--- config.mk ---
export PLATFORM = sky130hd
export DESIGN_NAME = noc_inject_queue
export DESIGN_NICKNAME = d
export VERILOG_FILES = /design/src/rtl/noc_inject_queue.sv
export SDC_FILE = /design/constraint.sdc
export NUM_CORES = 1
export LEC_CHECK = 0
export ABC_AREA = 1
export BUFFER_PORTS_ARGS = -buffer_cell sky130_fd_sc_hd__buf_2
export CAP_MARGIN = 20
export CORE_MARGIN = 8
export CORE_UTILIZATION = 45
export CTS_BUF_LIST = sky130_fd_sc_hd__clkbuf_2 sky130_fd_sc_hd__clkbuf_4 sky130_fd_sc_hd__clkbuf_8
export DETAILED_ROUTE_END_ITERATION = 8
export HOLD_SLACK_MARGIN = 0.06
export PLACE_DENSITY = 0.71
export SYNTH_ARGS = -nofsm -noshare
export SYNTH_HDL_FRONTEND = slang
export SYNTH_SLANG_ARGS = --single-unit
--- constraint.sdc ---
create_clock -name clk -period 3.37 [get_ports clk]
set_clock_uncertainty 0.05 [all_clocks]
set_input_delay 0.337 -clock clk [delete_from_list [all_inputs] [get_ports clk]]
set_output_delay 0.337 -clock clk [all_outputs]
set_load 0.02 [all_outputs]
--- src/rtl/noc_inject_queue.sv ---
// Per-VC injection FIFOs feeding a router port through a credit-gated round-robin arbiter.
// Define NOC_INJECT_STATS_EN to build the drop_cnt/sent_cnt statistics counters.
`ifndef NUM_VCS
`define NUM_VCS 2
`endif
`ifndef FLIT_DATA_WIDTH
`define FLIT_DATA_WIDTH 16
`endif
`ifndef NUM_USER_RECV_PORTS
`define NUM_USER_RECV_PORTS 4
`endif
`ifndef FLIT_BUFFER_DEPTH
`define FLIT_BUFFER_DEPTH 4
`endif

module noc_inject_queue #(
  parameter int unsigned NUM_VCS     = `NUM_VCS,
  parameter int unsigned DATA_W      = `FLIT_DATA_WIDTH,
  parameter int unsigned DEST_BITS   = $clog2(`NUM_USER_RECV_PORTS),
  parameter int unsigned QUEUE_DEPTH = 4,
  parameter int unsigned CREDIT_INIT = `FLIT_BUFFER_DEPTH,
  localparam int unsigned VCB  = (NUM_VCS > 1) ? $clog2(NUM_VCS) : 1,
  localparam int unsigned FW   = 2 + DEST_BITS + VCB + DATA_W,
  localparam int unsigned CW   = 1 + VCB,
  localparam int unsigned CNTW = $clog2(CREDIT_INIT + 1)
) (
  input  logic               clk,
  input  logic               rst,
  input  logic [FW-1:0]      flit_in,
  output logic [NUM_VCS-1:0] vc_ready,
  output logic [FW-1:0]      flit_out,
  input  logic [CW-1:0]      credit_in,
  output logic               overflow,
  output logic               credit_err,
  output logic [15:0]        drop_cnt,
  output logic [31:0]        sent_cnt
);

  localparam int unsigned QW  = $clog2(QUEUE_DEPTH);
  localparam int unsigned OW  = QW + 1;
  localparam int unsigned EW  = 1 + DEST_BITS + DATA_W;
  localparam int unsigned VCN = 1 << VCB;
  localparam logic [VCN-1:0] VC_LEGAL = VCN'((64'(1) << NUM_VCS) - 64'(1));

  logic [EW-1:0]   r_mem    [NUM_VCS][QUEUE_DEPTH];
  logic [QW-1:0]   r_wptr   [NUM_VCS];
  logic [QW-1:0]   r_rptr   [NUM_VCS];
  logic [OW-1:0]   r_occ    [NUM_VCS];
  logic [CNTW-1:0] r_credit [NUM_VCS];
  logic [VCB-1:0]  r_rr;
  logic [FW-1:0]   r_flit_out;
  logic            r_overflow;
  logic            r_credit_err;

  logic               w_in_valid, w_in_ok, w_in_full, w_drop;
  logic               w_cr_valid, w_cr_ok, w_cr_err;
  logic [VCB-1:0]     w_in_vc, w_cr_vc;
  logic [EW-1:0]      w_in_entry, w_head;
  logic [NUM_VCS-1:0] w_push, w_pop, w_cr_inc, w_elig, w_at_init;
  logic               w_gnt_valid;
  logic [VCB-1:0]     w_gnt, w_rr_next;
  logic [VCB:0]       w_scan;

  assign w_in_valid = flit_in[FW-1];
  assign w_in_vc    = flit_in[DATA_W +: VCB];
  assign w_in_entry = {flit_in[FW-2 -: 1+DEST_BITS], flit_in[DATA_W-1:0]};
  assign w_in_ok    = VC_LEGAL[w_in_vc];
  assign w_in_full  = (r_occ[w_in_vc] == OW'(QUEUE_DEPTH));
  assign w_drop     = w_in_valid && w_in_ok && w_in_full;
  assign w_cr_valid = credit_in[CW-1];
  assign w_cr_vc    = credit_in[VCB-1:0];
  assign w_cr_ok    = VC_LEGAL[w_cr_vc];
  assign w_cr_err   = |(w_cr_inc & ~w_pop & w_at_init);

  // Per-VC push, credit-return and eligibility decode from pre-edge state
  always_comb begin
    w_push    = '0;
    w_cr_inc  = '0;
    w_elig    = '0;
    w_at_init = '0;
    vc_ready  = '0;
    for (int v = 0; v < int'(NUM_VCS); v++) begin
      w_elig[v]    = (r_occ[v] != '0) && (r_credit[v] != '0);
      w_push[v]    = w_in_valid && w_in_ok && !w_in_full && (w_in_vc == VCB'(v));
      w_cr_inc[v]  = w_cr_valid && w_cr_ok && (w_cr_vc == VCB'(v));
      w_at_init[v] = (r_credit[v] == CNTW'(CREDIT_INIT));
      vc_ready[v]  = (r_occ[v] != OW'(QUEUE_DEPTH));
    end
  end

  // Round-robin: first eligible VC scanning upward from r_rr with wrap
  always_comb begin
    w_gnt_valid = 1'b0;
    w_gnt       = '0;
    w_scan      = '0;
    w_pop       = '0;
    for (int k = 0; k < int'(NUM_VCS); k++) begin
      w_scan = (VCB+1)'(r_rr) + (VCB+1)'(k);
      if (w_scan >= (VCB+1)'(NUM_VCS)) w_scan = w_scan - (VCB+1)'(NUM_VCS);
      if (!w_gnt_valid && w_elig[w_scan[VCB-1:0]]) begin
        w_gnt_valid = 1'b1;
        w_gnt       = w_scan[VCB-1:0];
      end
    end
    for (int v = 0; v < int'(NUM_VCS); v++) w_pop[v] = w_gnt_valid && (w_gnt == VCB'(v));
  end

  assign w_head    = r_mem[w_gnt][r_rptr[w_gnt]];
  assign w_rr_next = (w_gnt == VCB'(NUM_VCS - 1)) ? '0 : w_gnt + VCB'(1);

  always_ff @(posedge clk) begin
    if (rst) begin
      for (int v = 0; v < int'(NUM_VCS); v++) begin
        r_wptr[v]   <= '0;
        r_rptr[v]   <= '0;
        r_occ[v]    <= '0;
        r_credit[v] <= CNTW'(CREDIT_INIT);
      end
      r_rr         <= '0;
      r_flit_out   <= '0;
      r_overflow   <= 1'b0;
      r_credit_err <= 1'b0;
    end else begin
      for (int v = 0; v < int'(NUM_VCS); v++) begin
        if (w_push[v]) r_wptr[v] <= r_wptr[v] + QW'(1);
        if (w_pop[v])  r_rptr[v] <= r_rptr[v] + QW'(1);
        if (w_push[v] != w_pop[v])
          r_occ[v] <= w_push[v] ? r_occ[v] + OW'(1) : r_occ[v] - OW'(1);
        // A return that coincides with a grant on the same VC cancels out
        if (w_pop[v] && !w_cr_inc[v])
          r_credit[v] <= r_credit[v] - CNTW'(1);
        else if (w_cr_inc[v] && !w_pop[v] && !w_at_init[v])
          r_credit[v] <= r_credit[v] + CNTW'(1);
      end
      if (w_drop)   r_overflow   <= 1'b1;
      if (w_cr_err) r_credit_err <= 1'b1;
      if (w_gnt_valid) begin
        r_rr       <= w_rr_next;
        r_flit_out <= {1'b1, w_head[EW-1 -: 1+DEST_BITS], w_gnt, w_head[DATA_W-1:0]};
      end else begin
        r_flit_out <= '0;
      end
    end
  end

  // Payload storage needs no reset; pointers define validity
  always_ff @(posedge clk) begin
    if (!rst) begin
      for (int v = 0; v < int'(NUM_VCS); v++)
        if (w_push[v]) r_mem[v][r_wptr[v]] <= w_in_entry;
    end
  end

  assign flit_out   = r_flit_out;
  assign overflow   = r_overflow;
  assign credit_err = r_credit_err;

`ifdef NOC_INJECT_STATS_EN
  logic [15:0] r_drop_cnt;
  logic [31:0] r_sent_cnt;

  always_ff @(posedge clk) begin
    if (rst) begin
      r_drop_cnt <= '0;
      r_sent_cnt <= '0;
    end else begin
      if (w_drop && (r_drop_cnt != 16'hFFFF)) r_drop_cnt <= r_drop_cnt + 16'd1;
      if (w_gnt_valid) r_sent_cnt <= r_sent_cnt + 32'd1;
    end
  end

  assign drop_cnt = r_drop_cnt;
  assign sent_cnt = r_sent_cnt;
`else
  assign drop_cnt = '0;
  assign sent_cnt = '0;
`endif

endmodule

== After elaboration in Yosys (flattened, before gate mapping) ==
Memory sizes are Yosys's and may differ from the RTL's.
Cells that the tools add are included.
Widths: inputs -> output; s select.

* Flip-flop bits (word level): 24
* Bits in writable memories: 172
* Memories kept: 5

{| class="wikitable"
|+ Memory list
! memory !! depth !! width !! read ports !! clocked after Yosys merged registers in !! wr ports !! RTL line !! text
|-
| r_mem || 2 || 76 || 1 || 0 || 1 || 45 || <nowiki>logic [EW-1:0] r_mem [NUM_VCS][QUEUE_DEPTH];</nowiki>
|-
| r_credit || 2 || 3 || 2 || 0 || 2 || 49 || <nowiki>logic [CNTW-1:0] r_credit [NUM_VCS];</nowiki>
|-
| r_occ || 2 || 3 || 3 || 0 || 2 || 48 || <nowiki>logic [OW-1:0] r_occ [NUM_VCS];</nowiki>
|-
| r_rptr || 2 || 2 || 3 || 0 || 2 || 47 || <nowiki>logic [QW-1:0] r_rptr [NUM_VCS];</nowiki>
|-
| r_wptr || 2 || 2 || 2 || 0 || 2 || 46 || <nowiki>logic [QW-1:0] r_wptr [NUM_VCS];</nowiki>
|}

* Add/subtract/negate cells: 16
* Order comparisons: 11
* Eq/ne operators: 7
* Muxes and demuxes: 72
* Bitwise logic cells: 20
* Reduce and logical (&&, ||, !) cells: 36

{| class="wikitable"
|+ Operator list
! cell !! count
|-
| $mux 76 || 4
|-
| $demux 19 s2 || 2
|-
| $mux 19 || 4
|-
| $reduce_or 76->1 || 1
|-
| $mux 1 || 48
|-
| $bmux 19 s2 || 1
|-
| $mux 3 || 8
|-
| $logic_and 1x1->1 || 21
|-
| $mux 21 || 1
|-
| $add 3x1->3 const B || 4
|-
| $reduce_bool 3->1 || 4
|-
| $sub 3x1->3 const B || 4
|-
| $or 1x1->1 || 10
|-
| $eq 3x3->1 const B || 3
|-
| $ge 3x3->1 const B || 3
|-
| $not 2->3 || 3
|-
| $add 2x1->2 const B || 4
|-
| $logic_not 1->1 || 8
|-
| $lt 1x2->1 const B || 4
|-
| $mux 2 || 4
|-
| $lt 3x1->1 const B || 2
|-
| $ne 3x3->1 const B || 2
|-
| $and 2x2->2 || 2
|-
| $not 1->1 || 4
|-
| 8 further kinds || 11
|}

== Logic depth before layout (Yosys ltp) ==
Gate-level depths: netlist (run 1).
An unclocked memory read counts as a cell.

* Word-level depth: 19
* Gate-level depth with buffers: 14
* Depth with buffers taken out: 12

== Worst setup path before layout (run 1) ==
Ideal clock, no wire load.

* Kind: register to register
* Start point: memory r_credit[1][0] (netlist name)
* End point: memory r_credit[0][2] (netlist name) (data pin)
* Arrival: 2,161 ps
* Slack: 903 ps
* Cell stages (with the launch flop): 13
* Buffers on the path: 0
* Period minus slack after synthesis: 2,467 ps
* Path through: edfxtp_1 > inv_1 > ha_1 > inv_1 > nor2_1 > a21oi_4 > nand2_2 > nand2_1 > nand3_1 > fa_1 > xnor2_1 > xor2_1 > nand2_1

{| class="wikitable"
|+ RTL lines
! element !! RTL line
|-
| start, declared || 49
|}

==> results of run 1 <==
cells by family (layout without fill, tap and decap cells):
| group | after synthesis | in the layout |
|---|---|---|
| AND/OR/NAND/NOR | 462 | 462 |
| flip-flops | 196 | 196 |
| buffers and inverters | 125 | 141 |
| AO/OA/AOI/OAI | 35 | 35 |
| adder cells (fa/ha/maj) | 14 | 14 |
| XOR/XNOR | 9 | 9 |
| other | 1 | 48 |
layer usage:
| metal | part of all wire [%] | vias up | GRT usage (%) |
|---|---|---|---|
| met2 | 49 | 193 | 25.9 |
| met4 | 1.7 | 4 | 6.15 |
| met3 | 6.7 | 30 | 3.52 |
| met1 | 43 | 2717 | 19.0 |
| met5 | 0.11 | - | 0 |
| li1 | - | 2776 | - |
critical path, stage by stage, from the launching register on:
cell and delay, ns:
edfxtp_1 0.38, inv_1 0.07, ha_1 0.23, inv_1 0.08, nor2_1 0.06, a21oi_4 0.14
nand2_2 0.19, nand2_1 0.21, nand3_1 0.21, fa_1 0.48, xnor2_1 0.18, xor2_1 0.16
nand2_1 0.07
metrics by stage:
| step | hold slack [ns] | area [µm²] | cells | util, % | setup slack (ns) |
|---|---|---|---|---|---|
| after floorplan | 0.356 | 8920 | 889 | - | 0.903 |
| after global placement | 0.398 | 9100 | 1138 | 47.2 | 0.734 |
| after detailed placement | 0.407 | 9100 | 1138 | 47.2 | 0.622 |
| after CTS | 0.0664 | 9520 | 1170 | 49.4 | 0.615 |
| after global routing | 0.0752 | 9520 | 1170 | 49.4 | 0.323 |
| final | 0.0936 | 9520 | 1170 | 49.4 | 0.619 |
layout make-up:
| cell class | count | area, µm² |
|---|---|---|
| inverters | 38 | 143 |
| repair buffers | 72 | 420 |
| multi-input cells | 568 | 2570 |
| clock buffers | 17 | 234 |
| clock inverters | 14 | 178 |
| well taps | 265 | 332 |
| fillers | 1724 | 9750 |
| flip-flops and latches | 196 | 5650 |
flip-flops by register name, summed over array words and instances (netlist names):
register and count:
credit_err 1, flit_out 21, overflow 1, r_credit 6
r_mem 152, r_occ 6, r_rptr 4, r_rr 1
r_wptr 4
placed cells by master, fill, tap and decap left out, drive strengths merged, types with 4 or more instances in the layout:
| master | n |
|---|---|
| clkinv | 4 |
| dfxtp | 24 |
| nor2 | 27 |
| clkinvlp | 4 |
| a21oi | 27 |
| buf | 71 |
| xor2 | 6 |
| inv | 41 |
| nand3 | 84 |
| conb | 48 |
| nand2 | 343 |
| edfxtp | 172 |
| ha | 11 |
| clkbuf | 17 |
power by group:
| group | leakage [nW] | internal [mW] | total (mW) | switching [mW] |
|---|---|---|---|---|
| registers | 1.78 | 2.95 | 3.10 | 0.146 |
| clock network | 0.195 | 0.737 | 1.55 | 0.816 |
| logic | 2.08 | 1.22 | 4.05 | 2.83 |
worst max-delay path by stage:
stage	start	endpoint	slack (ns)	depth (start not counted)
after floorplan	r_credit[1][0]	r_credit[0][2]	0.90	12
after global placement	r_credit[1][0]	flit_out[10]	0.73	13
after detailed placement	r_credit[1][0]	r_credit[0][2]	0.62	12
after CTS	r_credit[1][0]	r_credit[0][2]	0.62	12
after global routing	r_credit[1][0]	flit_out[4]	0.32	15
final	r_credit[1][0]	r_credit[0][2]	0.62	12
timing repair:
item | in CTS | in global routing
hold endpoints to repair | 2 | 0
hold buffers | 1 | 0
buffers inserted | 0 | 0
setup endpoints to repair | 0 | 0
==> impl_metrics.csv, run 1 <==
group,metric,value,unit
clock_network,path_clk_slew,0.10,ns
synth,yosysMostFrequentCell,"nand2_1",
timing,finalSetupViolations,0,
floorplanning,fp.coreArea,0.0193,mm²
routing,drc_errors,0,
timing,slew_headroom,58.9,%
synth,yosys-top-cells-area,"edfxtp_1, nand2_1, dfxtp_1",
clock_network,clk_latency,0.47,ns
worst_setup_path,startpoint_type,"register",
finish,syn2layout_area_growth,8.87,%
floorplanning,rows,51,
synth,synth_mux_area_share,0,%
synth,yosys.area_share.simple,21.5,%
clock_network,cts_htree_levels,4,
synth,synth_top_area_share,59.1,%
synth,synth_compound_area_share,2.39,%
timing,period_needed,2.75,ns
power_and_ir_drop,ir_worst_vdd,525,µV
synth,synth_top_family_by_area,"simple AND/OR/NAND/NOR gates",
grt,grt_pass1_vias,5467,
synth,synth_xor_area_share,0.901,%
min_path,hp-start,"flit_in[15]",
finish,antennaDiodeCount,0,
timing,worstMarginPinSlew,0.617,ns
worst_setup_path,cp-end-kind,"register",
flow_run,max_cap_viol_count,0,
clock_network,cts_tree,"yes",
synth,synth_flop_cell,"edfxtp_1",
min_path,hold_depth,1,
floorplanning,die_h,155,µm
clock_network,cts_resized,0,
worst_setup_path,timing.rr.end,"r_credit[0][2]",
synth,yosysWarnings,0,
floorplanning,dieArea,0.0241,mm²
worst_setup_path,reg2reg_slack,0.62,ns
routing,dr.pass1.iters,5,
worst_setup_path,critPathMaxFanout,12,
grt,grt_pass1_wl,28.9,mm
floorplanning,start_util,45.4,%
floorplanning,ios,98,
min_path,holdCritPathClass,"input port to register",
grt,grt_max_degree,59,
timing,max_freq,364,MHz
timing,finalCritPeriodShare,81.6,%
routing,avgRoutedWirePerCell,15.9,µm
worst_setup_path,worstSetupPathType,"register to register",
timing,slew_violations,0,
clock_network,cts_buffers,17,
worst_setup_path,r2r_start,"r_credit[1][0]",
timing,hold_viol_final,0,
finish,drive_above_1_share,13.6,%
synth,ys_seq_area_share,64.6,%
placed_design,io_buffer_count,49,
synth,yosysTopAreaCell,"edfxtp_1",
finish,num-nets-final,932,
synth,yosys-top-cells-count,"nand2_1, edfxtp_1, nand3_1, buf_4, inv_1",
synth,synthesis.area,0.00874,mm²
routing,avgViaCountPerCell,4.89,
synth,synth_edf_count,172,
synth,synth_async_sr_flop_share,0,%
floorplanning,die_x,155,µm
clock_network,clkSinkCount,196,
power_and_ir_drop,powerDensity,914,mW/mm²
synth,synthCells,842,
routing,ant_nets,0,
min_path,whs_endpoint,"r_mem[0][34]",
power_and_ir_drop,leakage,4.05,nW
clock_network,clock_path_buffers,2,
grt,antenna_found_initial,2,
routing,routed_wl,18.6,mm
grt,grt_use_total,15.5,%
synth,syn_area_per_cell,10.4,µm²
power_and_ir_drop,power,8.70,mW
worst_setup_path,worst-r2r-cell-count,12,
routing,vias,5720,
routing,drt-initial-drc-count,492,
synth,synth_adder_area_share,2.26,%
grt,grt_overflow,0,
timing,setup_tns,0,ns
synth,synth_cell_types,32,
worst_setup_path,required,3.54,ns
timing,rsz0062_at_grt,"false",
run_status,status,"finished clean",
synth,synth_seq_cells,196,
worst_setup_path,cp.arrival,2.92,ns
placed_design,place_congestion,0.775,
clock_network,root_buffer,"clkbuf_8",
placed_design,dp_hpwl,11.4,mm
Note: power is estimated with default switching activity, not from simulation.
==> inputs of run 2 (changes only) <==
--- a/config.mk
+++ b/config.mk
@@ -13,7 +13,7 @@
 export CTS_BUF_LIST = sky130_fd_sc_hd__clkbuf_2 sky130_fd_sc_hd__clkbuf_4 sky130_fd_sc_hd__clkbuf_8
 export DETAILED_ROUTE_END_ITERATION = 8
 export HOLD_SLACK_MARGIN = 0.06
-export PLACE_DENSITY = 0.71
+export PLACE_DENSITY = 0.73
 export SYNTH_ARGS = -nofsm -noshare
 export SYNTH_HDL_FRONTEND = slang
 export SYNTH_SLANG_ARGS = --single-unit
==> constraint.sdc (replaced) <==
create_clock -name clk -period 2.45 [get_ports clk]
set_clock_uncertainty 0.05 [all_clocks]
set_input_delay 0.245 -clock clk [delete_from_list [all_inputs] [get_ports clk]]
set_output_delay 0.245 -clock clk [all_outputs]
set_load 0.02 [all_outputs]
==> run 2 against run 1 <==
- critical endpoint unchanged
- sequential cell count unchanged
- global-route usage down 0.069 points
- sequential share of layout area down 2.6 points
- fmax up 19%
- register-to-register slack worse by 0.49 ns
- wire length up 6.3%
- sequential power up 38%
- total power up 46%
- highest routed layer is now met4
- clock power up 30%
- non-clock buffer count up 29
- via count up 3.6%
- setup slack worse by 0.49 ns
==> impl_metrics.csv, run 2 (synthesis results as in run 1) <==
group,metric,value,unit
run_status,status,"finished clean",
finish,final_cell_mix,"nand2_1, edfxtp_1, nand3_1",
worst_setup_path,crit_buf_inv,2,
worst_setup_path,worst-r2r-cell-count,12,
timing,worstMarginPinSlew,0.571,ns
worst_setup_path,critPathMaxFanout,3,
clock_network,cts_buffers,17,
finish,layout_commonest_cell,"nand2_1",
grt,grt_overflow,0,
power_and_ir_drop,ir_worst_vdd,1040,µV
routing,drt-initial-drc-count,533,
timing,hold_viol_final,0,
worst_setup_path,timing.rr.end,"r_credit[0][2]",
routing,avgRoutedWirePerCell,16.5,µm
placed_design,post-place-ws,0.0343,ns
power_and_ir_drop,power,12.7,mW
grt,grt_max_degree,87,
worst_setup_path,r2r_start,"r_credit[1][0]",
timing,slew_headroom,61.9,%
clock_network,clk_latency,0.46,ns
flow_run,max_cap_viol_count,0,
power_and_ir_drop,leakage,4.25,nW
clock_network,clkSinkCount,196,
worst_setup_path,worstSetupPathType,"register to register",
worst_setup_path,worstSetupStartpoint,"r_credit[1][0]",
power_and_ir_drop,powerDensity,1280,mW/mm²
clock_network,cts_htree_levels,4,
timing,slew_violations,0,
routing,vias,5927,
worst_setup_path,required,2.63,ns
grt,grt_pass1_vias,5366,
grt,antenna_found_initial,0,
worst_setup_path,max_stage_delay,0.38,ns
floorplanning,ios,98,
finish,largest_reg_flops,152,
floorplanning,die_h,155,µm
worst_setup_path,startpoint_type,"register",
finish,syn2layout_area_growth,13.9,%
placed_design,dp_hpwl,11.1,mm
timing,setup_tns,0,ns
min_path,whs_endpoint,"overflow",
clock_network,clock_path_buffers,2,
clock_network,cts_tree,"yes",
worst_setup_path,cp.arrival,2.49,ns
worst_setup_path,reg2reg_slack,0.13,ns
routing,routed_wl,19.8,mm
timing,max_freq,432,MHz
grt,grt_use_total,15.4,%
timing,finalSetupViolations,0,
floorplanning,rows,51,
timing,period_needed,2.32,ns
routing,ant_nets,0,
worst_setup_path,crit_chain,"inv_1 -> ha_1 -> inv_1 -> nor2_1 -> a21oi_4 -> nand2_4 -> nand2_1 -> nand3_2 -> fa_2 -> xnor2_2 -> xor2_1 -> nand2_1",
finish,fillCellCount,1673,
min_path,hold_depth,4,
routing,dr.pass1.iters,5,
worst_setup_path,cp-end-kind,"register",
floorplanning,dieArea,0.0241,mm²
worst_setup_path,cpMaxStageDelayCell,"edfxtp_1",
finish,drive_above_1_share,15.0,%
routing,avgViaCountPerCell,4.94,
finish,num-nets-final,961,
finish,antennaDiodeCount,0,
grt,grt_pass1_wl,28.8,mm
placed_design,io_buffer_count,49,
timing,setup_slack,0.133,ns
placed_design,place_congestion,0.778,
min_path,holdCritPathClass,"input port to register",
clock_network,root_buffer,"clkbuf_8",
timing,finalCritPeriodShare,94.6,%
worst_setup_path,cp_top_family,"adder cells",
floorplanning,start_util,45.4,%
routing,drc_errors,0,
clock_network,path_clk_slew,0.10,ns
min_path,hp-start,"flit_in[20]",
floorplanning,fp.coreArea,0.0193,mm²
floorplanning,die_x,155,µm
==> run 2: changes by cell type in the layout (fill, tap and decap cells not counted), moves of 3 or more <==
cell	before	now
buf_12	0	6
dlygate4sd3_1	1	20
buf_6	0	4
buf_4	22	18
clkbuf_8	17	22
inv_6	3	0
clkbuf_16	0	3
==> run 2: worst max path at each step <==
| stage | slack [ns] | end | cells past startpoint |
|---|---|---|---|
| after CTS | 0.003 | flit_out[17] | 14 |
| after global placement | 0.12 | flit_out[13] | 14 |
| after floorplan | 0.04 | r_credit[0][2] | 12 |
| after global routing | -0.007 | r_credit[0][2] | 12 |
| after detailed placement | 0.03 | flit_out[13] | 14 |
| final | 0.13 | r_credit[0][2] | 12 |
==> run 2: report_power, final <==
part           switching [mW]  internal [mW]  total [mW]
combinational            4.21           2.21        6.43
sequential              0.211           4.06        4.27
clock                    1.06          0.961        2.02
total                    5.49           7.23        12.7
==> run 2: stage by stage <==
step / hold slack [ns] / instances / instance area [µm²] / utilization [%]
final: 0.117 / 1200 / 9960 / 51.7
after global routing: 0.156 / 1200 / 9960 / 51.7
after CTS: 0.107 / 1192 / 9810 / 50.9
after detailed placement: 0.403 / 1140 / 9220 / 47.8
after global placement: 0.401 / 1140 / 9220 / 47.8
after floorplan: 0.264 / 889 / 8930 / -
==> run 2: layer usage <==
layer / wire length, µm / up-vias / part of all wire (%) / track usage (%)
met5: 0 / - / 0 / 0
met2: 9750 / 251 / 49 / 26.3
met3: 1680 / 22 / 8.5 / 3.41
li1: - / 2831 / - / -
met1: 8100 / 2823 / 41 / 18.9
met4: 261 / 0 / 1.3 / 5.08
==> run 2: layout make-up <==
cell class	instances	area [µm²]	share of cell area [%]
Sequential cell	196	5650	56.7
Multi-Input combinational cell	568	2600	26.1
Clock inverter	8	76.3	0.766
Clock buffer	24	318	3.19
Timing Repair Buffer	101	848	8.51
Tap cell	265	332	3.33
Inverter	38	143	1.43
==> run 2: repair_timing <==
| item | CTS | global route |
|---|---|---|
| gates resized for setup | 0 | 11 |
| hold buffers | 20 | 0 |
| setup buffers | 0 | 4 |
| hold endpoints to repair | 154 | 0 |
| endpoints found under the setup margin | 0 | 27 |
==> run 2: tightest hold or removal path: stages <==
cell	delay, ns
buf_2	0.10
nand2_1	0.05
nor2_1	0.09
o21a_1	0.11
==> inputs of run 3 (changes only) <==
--- a/config.mk
+++ b/config.mk
@@ -5,7 +5,6 @@
 export SDC_FILE = /design/constraint.sdc
 export NUM_CORES = 1
 export LEC_CHECK = 0
-export ABC_AREA = 1
 export BUFFER_PORTS_ARGS = -buffer_cell sky130_fd_sc_hd__buf_2
 export CAP_MARGIN = 20
 export CORE_MARGIN = 8
@@ -13,7 +12,7 @@
 export CTS_BUF_LIST = sky130_fd_sc_hd__clkbuf_2 sky130_fd_sc_hd__clkbuf_4 sky130_fd_sc_hd__clkbuf_8
 export DETAILED_ROUTE_END_ITERATION = 8
 export HOLD_SLACK_MARGIN = 0.06
-export PLACE_DENSITY = 0.73
+export PLACE_DENSITY = 0.71
 export SYNTH_ARGS = -nofsm -noshare
 export SYNTH_HDL_FRONTEND = slang
 export SYNTH_SLANG_ARGS = --single-unit
==> constraint.sdc (replaced) <==
create_clock -name clk -period 2.5 [get_ports clk]
set_clock_uncertainty 0.05 [all_clocks]
set_input_delay 0.25 -clock clk [delete_from_list [all_inputs] [get_ports clk]]
set_output_delay 0.25 -clock clk [all_outputs]
set_load 0.02 [all_outputs]
==> run 3 against run 2 <==
- setup slack improved by 0.030 ns
- register-to-register slack gained 0.03 ns
- combinational power shrank 41%
- critical path type unchanged
- count of clock-buffer cells in the layout fell by 4
- wire length decreased by 18%
- design area down 5.9%
- fmax down 0.85%
- total power decreased by 20%
==> impl_metrics.csv, run 3 <==
group,metric,value,unit
run_status,status,"finished clean",
clock_network,cts_buffers,17,
timing,worstMarginPinSlew,0.946,ns
floorplanning,dieArea,0.0233,mm²
synth,yosysWarnings,0,
power_and_ir_drop,power,10.1,mW
floorplanning,die_x,153,µm
placed_design,place_congestion,0.757,
synth,ys_seq_area_share,67.2,%
routing,ant_nets,0,
synth,synthesis.area,0.00841,mm²
worst_setup_path,critPathMaxFanout,17,
floorplanning,fp.coreArea,0.0185,mm²
clock_network,cts_resized,0,
synth,synth_edf_count,172,
grt,grt_use_total,14.1,%
clock_network,root_buffer,"clkbuf_8",
synth,synth_cell_types,59,
synth,synthCells,560,
worst_setup_path,cp.arrival,2.69,ns
power_and_ir_drop,clock_power_share,20.5,%
routing,vias,4573,
placed_design,dp_hpwl,9.81,mm
finish,antennaDiodeCount,0,
placed_design,io_buffer_count,49,
synth,synth_top_area_share,61.4,%
grt,antenna_found_initial,0,
clock_network,cts_htree_levels,4,
grt,grt_pass1_wl,25.9,mm
grt,grt_util_met1,16.8,%
finish,final_cell_mix,"edfxtp_1, mux2i_1, nand2_1, buf_2, conb_1",
power_and_ir_drop,switching_share,35.9,%
grt,use_met3,3.83,%
finish,drive_above_1_share,19.1,%
worst_setup_path,worstSetupPathType,"register to register",
routing,drt-initial-drc-count,297,
flow_run,max_cap_viol_count,0,
routing,routed_wl,16.1,mm
worst_setup_path,reg2reg_slack,0.16,ns
floorplanning,die_h,153,µm
synth,syn_area_per_cell,15.0,µm²
floorplanning,start_util,45.4,%
power_and_ir_drop,switchingPower,3.63,mW
timing,max_freq,428,MHz
worst_setup_path,startpoint_type,"register",
timing,finalSetupViolations,0,
power_and_ir_drop,intPower,6.49,mW
power_and_ir_drop,pwr-share-comb,37.7,%
synth,yosys-top-cells-area,"edfxtp_1, mux2i_1, dfxtp_1",
power_and_ir_drop,leakage,3.45,nW
timing,finalCritPeriodShare,93.5,%
synth,synth_flop_cell,"edfxtp_1",
synth,yosys-top-cells-count,"edfxtp_1, mux2i_1, buf_4, nand2_1, dfxtp_1",
routing,avgViaCountPerCell,5.14,
power_and_ir_drop,p_seq_share,41.8,%
grt,grt_overflow,0,
grt,grt_pass1_vias,4845,
grt,grt_max_degree,56,
floorplanning,ios,98,
worst_setup_path,required,2.85,ns
clock_network,clkSinkCount,196,
finish,fin_util,50.6,%
finish,fin_cells,890,
synth,synth_async_sr_flop_share,0,%
clock_network,cts_tree,"yes",
min_path,holdCritPathClass,"input port to register",
timing,rsz0062_at_grt,"false",
timing,slew_headroom,36.9,%
synth,synth_seq_cells,196,
finish,syn2layout_area_growth,11.5,%
routing,avgRoutedWirePerCell,18.1,µm
timing,hold_viol_final,0,
synth,yosysMostFrequentCell,"edfxtp_1",
clock_network,path_clk_slew,0.09,ns
finish,layout_commonest_cell,"edfxtp_1",
routing,drc_errors,0,
grt,met2_usage,23.8,%
finish,num-nets-final,682,
clock_network,clk_latency,0.47,ns
routing,dr.pass1.iters,5,
power_and_ir_drop,powerDensity,1080,mW/mm²
floorplanning,rows,50,
clock_network,clock_path_buffers,2,
timing,period_needed,2.34,ns
power_and_ir_drop,ir_worst_vdd,693,µV
worst_setup_path,cp-end-kind,"register",
timing,setup_tns,0,ns
placed_design,dp_cells,835,
timing,slew_violations,0,
finish,largest_reg_flops,152,
grt,busiest_layer,"met2",
synth,yosysTopAreaCell,"edfxtp_1",
[run 3: cell count changes in the layout (fill, tap and decap cells not counted), sizes merged, moves of 10 or more]
cell,before,now
mux2i,0,52
buf,78,68
and2,0,10
inv,38,16
nand2,343,49
a32o,0,17
nor2b,0,21
a211oi,0,17
nand3,84,10
[run 3: worst paths after layout]
path,startpoint,endpoint,depth (start not counted)
worst min register to register,overflow,overflow,2
worst max register to register,r_occ[1][0],flit_out[15],5
worst max-delay path,r_occ[1][0],flit_out[15],5
worst min-delay path,flit_in[16],overflow,4
[run 3: cells by family (layout without fill, tap and decap cells)]
| logic type | after synthesis | after routing | synth area share (%) |
|---|---|---|---|
| and+or+nand+nor | 130 | 130 | 8.29 |
| AOI/OAI and AO/OA | 71 | 71 | 7.01 |
| adders and majority gates | 14 | 14 | 2.35 |
| other | 1 | 48 | 0.0446 |
| xor gates and xnor gates | 9 | 9 | 0.938 |
| muxes | 56 | 56 | 7.26 |
| DFF | 196 | 196 | 67.2 |
| buffers and inverters | 83 | 132 | 6.94 |
[run 3: layout make-up]
class	instances	area (µm²)
clock buffers	20	263
clock inverters	12	144
fillers	1517	9140
inverters	11	41.3
multi-input cells	328	2350
flip-flops and latches	196	5650
well taps	234	293
repair buffers	89	636
[run 3: metrics by stage]
stage	area (µm²)	hold WS [ns]	setup slack (ns)
floorplan	8580	0.299	0.251
CTS	9360	0.0958	0.135
global placement	8740	0.382	0.232
finish	9380	0.119	0.163
detailed placement	8740	0.393	0.161
global route	9380	0.121	0.00372
[run 3: what timing repair did]
item	CTS	global route
endpoints found under the hold margin	155	0
hold buffers	21	0
setup buffers	0	2
endpoints found under the setup margin	0	1
[run 3: critical path: stages, from the launching register on]
cell	delay, ns
edfxtp_1	0.45
or3_4	0.44
nand3_1	0.18
a32oi_1	0.13
nor2_2	0.74
a32o_1	0.30
[run 3: routing by layer]
metal | vias up | wire, µm
met5 | - | 0
li1 | 2150 | -
met1 | 2265 | 6840
met4 | 0 | 195
met3 | 15 | 869
met2 | 143 | 8230
[run 3: power groups by stage]
stage	sequential, mW	combinational (mW)	clock (mW)
floorplan	4.39	2.93	0
global placement	4.29	3.66	0
detailed placement	4.31	3.79	0
CTS	4.23	3.84	2.11
global route	4.27	4.21	2.23
finish	4.23	3.82	2.08
